<file path="config.mk">
export PLATFORM = sky130hd
export DESIGN_NAME = dmem_bus_bridge
export DESIGN_NICKNAME = d
export VERILOG_FILES = /design/src/rtl/dmem_bus_bridge_pkg.sv /design/src/rtl/bus_timeout_cnt.sv /design/src/rtl/dmem_bus_bridge.sv
export SDC_FILE = /design/constraint.sdc
export NUM_CORES = 1
export LEC_CHECK = 0
export CORE_MARGIN = 3
export CORE_UTILIZATION = 43
export CTS_CLUSTER_SIZE = 40
export DETAILED_ROUTE_END_ITERATION = 7
export GPL_TIMING_DRIVEN = 0
export PLACE_DENSITY = 0.81
export SYNTH_ARGS = -nofsm -noshare
export SYNTH_HDL_FRONTEND = slang
export SYNTH_SLANG_ARGS = --single-unit
export TNS_END_PERCENT = 50
</file>
<file path="constraint.sdc">
create_clock -name clk -period 2 [get_ports clk]
set_input_delay 0.3 -clock clk [delete_from_list [all_inputs] [get_ports clk]]
set_output_delay 0.3 -clock clk [all_outputs]
set_load 0.02 [all_outputs]
</file>
<file path="src/rtl/dmem_bus_bridge_pkg.sv">
// Shared definitions for the CPU data-port bus bridges: state encodings and error-return defaults.
// Kept generic so a future instruction-side bridge can reuse the same encodings.
package dmem_bus_bridge_pkg;

  typedef enum logic [1:0] {
    ST_IDLE = 2'd0,
    ST_REQ  = 2'd1,
    ST_WAIT = 2'd2,
    ST_DONE = 2'd3
  } state_t;

  localparam logic [31:0] ERR_DATA_DEFAULT = 32'hDEAD_BEEF;
  localparam int          TIMEOUT_DEFAULT  = 255;

  function automatic logic misaligned(input logic [1:0] lsb);
    return lsb != 2'b00;
  endfunction

endpackage

</file>
<file path="src/rtl/bus_timeout_cnt.sv">
// Saturating cycle counter for the bridge timeout; expire pulses on the TIMEOUT-th enabled cycle.
// TIMEOUT = 0 disables expiry entirely.
module bus_timeout_cnt #(
  parameter int TIMEOUT = 255
) (
  input  logic clk,
  input  logic reset,
  input  logic clr,
  input  logic en,
  output logic expire
);

  localparam int W = (TIMEOUT > 0) ? $clog2(TIMEOUT + 1) : 1;
  localparam logic [W-1:0] LAST = (TIMEOUT > 0) ? W'(TIMEOUT - 1) : '0;

  logic [W-1:0] cnt;

  always_ff @(posedge clk or negedge reset) begin
    if (!reset) begin
      cnt <= '0;
    end else if (clr) begin
      cnt <= '0;
    end else if (en && cnt != LAST) begin
      cnt <= cnt + W'(1);
    end
  end

  assign expire = (TIMEOUT != 0) && en && (cnt == LAST);

endmodule

</file>
<file path="src/rtl/dmem_bus_bridge.sv">
// Bridges the CPU single-cycle MEM-stage data port onto a req/gnt/rvalid bus, stalling the pipeline meanwhile.
// Optional DMEM_BUS_BRIDGE_MISALIGN_EN: misaligned accesses skip the bus and complete with ERR_DATA.
module dmem_bus_bridge
  import dmem_bus_bridge_pkg::*;
#(
  parameter int                ADDR_W   = 32,
  parameter int                DATA_W   = 32,
  parameter int                TIMEOUT  = TIMEOUT_DEFAULT,
  parameter logic [DATA_W-1:0] ERR_DATA = DATA_W'(ERR_DATA_DEFAULT)
) (
  input  logic              clk,
  input  logic              reset,
  input  logic              cpu_re,
  input  logic              cpu_we,
  input  logic [ADDR_W-1:0] cpu_addr,
  input  logic [DATA_W-1:0] cpu_wdata,
  output logic [DATA_W-1:0] cpu_rdata,
  output logic              cpu_stall,
  output logic              bus_req,
  output logic              bus_we,
  output logic [ADDR_W-1:0] bus_addr,
  output logic [DATA_W-1:0] bus_wdata,
  input  logic              bus_gnt,
  input  logic              bus_rvalid,
  input  logic [DATA_W-1:0] bus_rdata,
  input  logic              bus_err,
  output logic              err_sticky,
  output state_t            dbg_state
);

`ifdef DMEM_BUS_BRIDGE_MISALIGN_EN
  localparam bit MISALIGN_EN = 1'b1;
`else
  localparam bit MISALIGN_EN = 1'b0;
`endif

  state_t state;
  logic   acc;
  logic   expire;

  // Handshake: bus_req stays high until the cycle bus_gnt is seen; a read then waits for bus_rvalid
  // (possibly in the grant cycle itself). bus_err is qualified by bus_gnt for writes, bus_rvalid for reads.
  assign acc       = cpu_re | cpu_we;
  assign cpu_stall = acc && (state != ST_DONE);
  assign dbg_state = state;

  bus_timeout_cnt #(.TIMEOUT(TIMEOUT)) u_timeout (
    .clk    (clk),
    .reset  (reset),
    .clr    (state == ST_IDLE),
    .en     ((state == ST_REQ) || (state == ST_WAIT)),
    .expire (expire)
  );

  always_ff @(posedge clk or negedge reset) begin
    if (!reset) begin
      state      <= ST_IDLE;
      bus_req    <= 1'b0;
      bus_we     <= 1'b0;
      bus_addr   <= '0;
      bus_wdata  <= '0;
      cpu_rdata  <= '0;
      err_sticky <= 1'b0;
    end else begin
      case (state)
        ST_IDLE: begin
          if (acc) begin
            if (MISALIGN_EN && misaligned(cpu_addr[1:0])) begin
              cpu_rdata  <= ERR_DATA;
              err_sticky <= 1'b1;
              state      <= ST_DONE;
            end else begin
              // A simultaneous load+store is a store.
              bus_req   <= 1'b1;
              bus_we    <= cpu_we;
              bus_addr  <= cpu_addr;
              bus_wdata <= cpu_wdata;
              state     <= ST_REQ;
            end
          end
        end
        ST_REQ: begin
          if (bus_gnt) begin
            bus_req <= 1'b0;
            if (bus_we) begin
              if (bus_err) err_sticky <= 1'b1;
              state <= ST_DONE;
            end else if (bus_rvalid) begin
              cpu_rdata <= bus_err ? ERR_DATA : bus_rdata;
              if (bus_err) err_sticky <= 1'b1;
              state <= ST_DONE;
            end else begin
              state <= ST_WAIT;
            end
          end else if (expire) begin
            bus_req    <= 1'b0;
            cpu_rdata  <= ERR_DATA;
            err_sticky <= 1'b1;
            state      <= ST_DONE;
          end
        end
        ST_WAIT: begin
          if (bus_rvalid) begin
            cpu_rdata <= bus_err ? ERR_DATA : bus_rdata;
            if (bus_err) err_sticky <= 1'b1;
            state <= ST_DONE;
          end else if (expire) begin
            cpu_rdata  <= ERR_DATA;
            err_sticky <= 1'b1;
            state      <= ST_DONE;
          end
        end
        ST_DONE: state <= ST_IDLE;
        default: state <= ST_IDLE;
      endcase
    end
  end

endmodule

</file>
# Yosys cells after proc, flatten, opt, wreduce, memory -nomap -nowiden

Cells that the tools add are included.
W data, S select, Z words.

Word-level logic and storage cells: 60
Output and inout bits: 102
Flip-flop bits (word level): 109

Reductions and logical operators: 12
$add $sub $neg: 1
Mux-type cells: 27
Equality and inequality tests: 11
Bitwise gates (word level): 1

Operator list:

| cell                  | count |
|---|---|
| $mux W32              | 6 |
| $pmux W32 S2          | 1 |
| $mux W8               | 2 |
| $mux W1               | 11 |
| $ne A3 B3 Y1 const B  | 3 |
| $add A8 B1 Y8 const B | 1 |
| $eq A8 B8 Y1 const B  | 1 |
| $mux W2               | 4 |
| $ne A8 B8 Y1 const B  | 1 |
| $pmux W2 S4           | 1 |
| $reduce_and A3 Y1     | 2 |
| $reduce_bool A2 Y1    | 3 |
| $eq A2 B2 Y1 const B  | 2 |
| $ne A2 B2 Y1 const B  | 2 |
| $ne A4 B4 Y1 const B  | 1 |
| $pmux W1 S2           | 2 |
| $reduce_and A2 Y1     | 2 |
| $logic_and A1 B1 Y1   | 3 |
| $eq A2 B1 Y1 const B  | 1 |
| $logic_not A2 Y1      | 1 |
| $logic_or A1 B1 Y1    | 1 |
| $or A1 B1 Y1          | 1 |

# Longest topological paths before layout

Word-level depth: 6
Gate-level depth with buffers: 8
Depth with buffers taken out: 5

# By module

From an unflattened synthesis, not the netlist that was laid out.

Cells, all modules: 418
Area total of the unflattened synthesis: 5081.1 um^2

By module, submodules not included:

| module          | times used | seq. area each (um^2) | area each (um^2) | cells an instance |
|---|---|---|---|---|
| dmem_bus_bridge | 1          | 2527.4                | 4581.9           | 371 |
| bus_timeout_cnt | 1          | 200.2                 | 499.2            | 47 |

# Worst setup path after synthesis

Ideal clock, no wire load.

Path kind: register -> register
Start: register state[0], in the netlist dbg_state[0]
End: register cpu_rdata[0]
Required time: 1.877 ns
Path slack: -0.007 ns
Cell stages (with the launch flop): 9
Setup time: 0.123 ns
Arrival: 1.884 ns
Path buffers: 3
Path through: dfrtp_1 > inv_1 > ha_1 > buf_2 > and4_4 > buf_6 > buf_2 > a211o_1 > o221a_1

Word-level cells in the longest chain between the ends: 6

RTL lines:

| what                                                | RTL line                                     | text |
|---|---|---|
| from (decl)                                         | dmem_bus_bridge.sv:37                        | `state_t state;` |
| from (signal assigned)                              | dmem_bus_bridge.sv:57                        | `state <= ST_IDLE;` |
| from (signal assigned)                              | dmem_bus_bridge.sv:71                        | `state <= ST_DONE;` |
| from (signal assigned)                              | dmem_bus_bridge.sv:78                        | `state <= ST_REQ;` |
| $eq A2 B1 Y1 / $eq A2 B2 Y1 (equally long branches) | dmem_bus_bridge.sv:51, dmem_bus_bridge.sv:65 |  |
| $logic_or A1 B1 Y1                                  | dmem_bus_bridge.sv:51                        | `.en ((state == ST_REQ) \|\| (state == ST_WAIT)),` |
| $logic_and A1 B1 Y1                                 | bus_timeout_cnt.sv:28                        | `assign expire = (TIMEOUT != 0) && en && (cnt == LAST);` |
| $mux W32                                            | -                                            |  |
| $mux W32 (on tied branches)                         | -                                            |  |
| $pmux W32 S2                                        | dmem_bus_bridge.sv:65                        | `case (state)` |
| to (signal assigned)                                | dmem_bus_bridge.sv:89                        | `cpu_rdata <= bus_err ? ERR_DATA : bus_rdata;` |
| to (signal assigned)                                | dmem_bus_bridge.sv:104                       | `cpu_rdata <= bus_err ? ERR_DATA : bus_rdata;` |
| to (decl)                                           | dmem_bus_bridge.sv:17                        | `output logic [DATA_W-1:0] cpu_rdata,` |

Several ways; a longest one is shown, not always the timed one.
A chain may end at the register's enable or synchronous reset.

# Final worst setup path

Start: register state[0], in the netlist dbg_state[0]
End: register cpu_rdata[7]

Same word-level chain as after synthesis.

==> results_dict.tcl <==
set metrics [dict create \
    numCtsBuffers 9 \
    maxSlewViolCount 0 \
    synthArstFlopShare_pct 100.0 \
    grt_pass1_wl_mm 21.91 \
    synth_warnings 0 \
    synth_cell_types 50 \
    hold_viol 0 \
    fin_cells 711 \
    cp.arrival_ns 2.17 \
    ys_seq_area_share_pct 55.93 \
    synth_xor_area_share_pct 0 \
    clock-root-buffer "clkbuf_16" \
    powerDensity_nw_per_um2 1685 \
    num-fill-cells 795 \
    finalCritPeriodShare_pct 97.16 \
    crit_family "flip-flops" \
    status "finished clean" \
    route.detailed.wl_per_inst_um 18.99 \
    htreeDepth 3 \
    ys.flop_type "dfrtp_1" \
    wl_mm 13.50 \
    muxShareOfSynthArea_pct 15.98 \
    reg2reg_slack_ns 0.06 \
    synthAdderAreaFrac_pct 1.539 \
    cp-end-kind "flop" \
    cp.required_ns 2.23 \
    clockBufferDepth 2 \
    path_cells "inv_2 -> ha_1 -> buf_6 -> mux2_4 -> buf_4 -> a211o_1 -> o221a_1" \
    vdd_drop_max_uv 1062 \
    seqCellArea_um2 2730 \
    fp.dieW_um 112.5 \
    avgSynthCellArea_um2 14.10 \
    dp.final_hpwl_mm 9.984 \
    vias_per_cell 5.444 \
    grt_antenna_before_repair 0 \
    ant_nets 0 \
    worstSetupPathType "reg2reg" \
    synth_compound_area_share_pct 18.14 \
    crit_slowest_cell "dfrtp_2" \
    p_leak_uw 0.003163 \
    fp.coreArea_um2 10980 \
    gp_congestion 0.8243 \
    grt-ovfl-total 0 \
    start_util_pct 44.41 \
    area_growth_pct 54.23 \
    first_pass_iters 4 \
    dieHeight_um 112.5 \
    fmax_mhz 514.6 \
    maxCapViolations 0 \
    tritoncts "yes" \
    hold_path_class "in2async" \
    fin_skew_ns 0.003153 \
    dieArea_um2 12660 \
    relSlewSlack_pct 59.51 \
    crit_cells 7 \
    drive_gt1_share_pct 23.12 \
    syn_nets 455 \
    worst_r2r_endpoint "cpu_rdata[7]" \
    multi_input_comb_area_um2 1983 \
    ys_seq_elements 109 \
    slowest_delay_ns 0.44 \
    clk_pin_slew_ns 0.07 \
    drc_errors 0 \
    cts_sinks 109 \
    clk_latency_ns 0.34 \
    synth_edf_count 0 \
    rr_worst_depth 7 \
    grt_pass1_vias 4160 \
    io_buffers 204 \
    rsz0062_at_grt "false" \
    hold_ws_ns 0.4839 \
    drt-initial-drc-count 232 \
    dp_cells 691 \
    crit_buf_inv 3 \
    yosys.area_share.simple_pct 4.438 \
    finalPower_uw 12670 \
    period_minus_slack_ns 1.943 \
    tightest_slew_ns 0.6033 \
    place_area_um2 7122 \
    core.rowCount 38 \
    dr_total_vias 3871 \
    netlist_area_um2 4877 \
    r2r-start "dbg_state[0]" \
    worstPathMaxFanout 10 \
    antenna_cells 0 \
    design_area_um2 7522 \
    setup_violations 0 \
    synth_top_family_by_area "compound AO/OA/AOI/OAI gates" \
    grt_usage_pct 21.78 \
    grt_max_degree 69 \
    critPathLaunchType "flop" \
    final_nets 675 \
    io_pins 205 \
    synthCells 346 \
]
-- layout make-up --
class / instances / share of cell area (%)
Buffer: 24 / 2.229
Clock buffer: 12 / 3.410
Clock inverter: 4 / 0.9315
Inverter: 9 / 0.4491
Multi-Input combinational cell: 203 / 26.36
Sequential cell: 109 / 36.29
Tap cell: 140 / 2.329
Timing Repair Buffer: 210 / 27.99
-- cell usage in the layout (no fill, tap or decap), types with 6 or more instances in the layout --
master and count:
clkdlybuf4s50_1 202, buf_2 11, nand2_1 6, dfrtp_1 107, mux2_2 64, clkbuf_16 9, a21oi_1 7, o221a_1 20
inv_1 7, buf_4 12, a221o_1 8, o211a_1 9, a211o_1 25, nor2_1 8
-- registers in the layout (all words and copies together), names as in the netlist --
signal         cells
bus_we             1
err_sticky         1
u_timeout.cnt      8
cpu_rdata         32
bus_wdata         32
bus_addr          32
bus_req            1
dbg_state          2
-- per-stage QoR --
| stage | setup WS, ns | setup TNS, ns | utilization (%) |
|---|---|---|---|
| after global routing | 0.003007 | 0 | 68.49 |
| after floorplan | 0.07882 | 0 | - |
| after CTS | 0.0008784 | 0 | 68.06 |
| after detailed placement | -0.1014 | -2.707 | 64.84 |
| final | 0.05681 | 0 | 68.49 |
| after global placement | -3.868 | -379.88 | 64.62 |
-- power by group --
| part | switching (uW) | leakage [uW] | internal, uW |
|---|---|---|---|
| Combinational | 3130 | 0.00170 | 3600 |
| Sequential | 701 | 0.00130 | 3300 |
| Clock | 781 | 0.000163 | 1160 |
| Total | 4620 | 0.00316 | 8060 |
-- logic make-up (layout without fill, tap and decap cells) --
kind of cell / Yosys count / after routing
DFF: 109 / 109
AOI/OAI and AO/OA: 93 / 93
muxes: 69 / 69
and+or+nand+nor: 35 / 35
buffers and inverters: 34 / 259
adders and majority gates: 6 / 6
-- timing repair --
item | 4_1_cts | 5_1_grt
pin swaps | 1 | 0
resized for setup | 6 | 8
buffers inserted | 1 | 3
endpoints found under the hold margin | 41 | 0
setup endpoints to repair | 41 | 34
hold buffers | 1 | 0
-- synth_stat cells (all sizes together) (3+ instances only) --
cell	n	area [um2]
a211o	25	219.0
buf	24	156.4
nand4	3	33.78
o221a	25	281.5
mux2	68	769.5
inv	9	33.78
a21oi	7	35.03
nand2	7	28.78
ha	6	75.07
a221o	8	80.08
nor2	8	30.03
a211oi	3	22.52
o211a	9	90.09
dfrtp	109	2728
-- worst max-delay path by stage --
stage | start | to | slack (ns)
floorplan | dbg_state[0] | cpu_rdata[0] | 0.08
global placement | reset | dbg_state[0] | -3.87
detailed placement | cpu_we | bus_wdata[23] | -0.10
CTS | dbg_state[0] | dbg_state[1] | 0.0009
global route | dbg_state[0] | cpu_rdata[25] | 0.003
finish | dbg_state[0] | cpu_rdata[7] | 0.06
-- layer usage --
metal	track usage [%]	share of wire, %	up-vias
met5	0	0	-
met4	4.487	0.98	0
met3	7.817	7.2	13
met2	37.62	51	145
met1	26.41	41	1934
li1	-	-	1779
(Power assumes the default switching activity.)
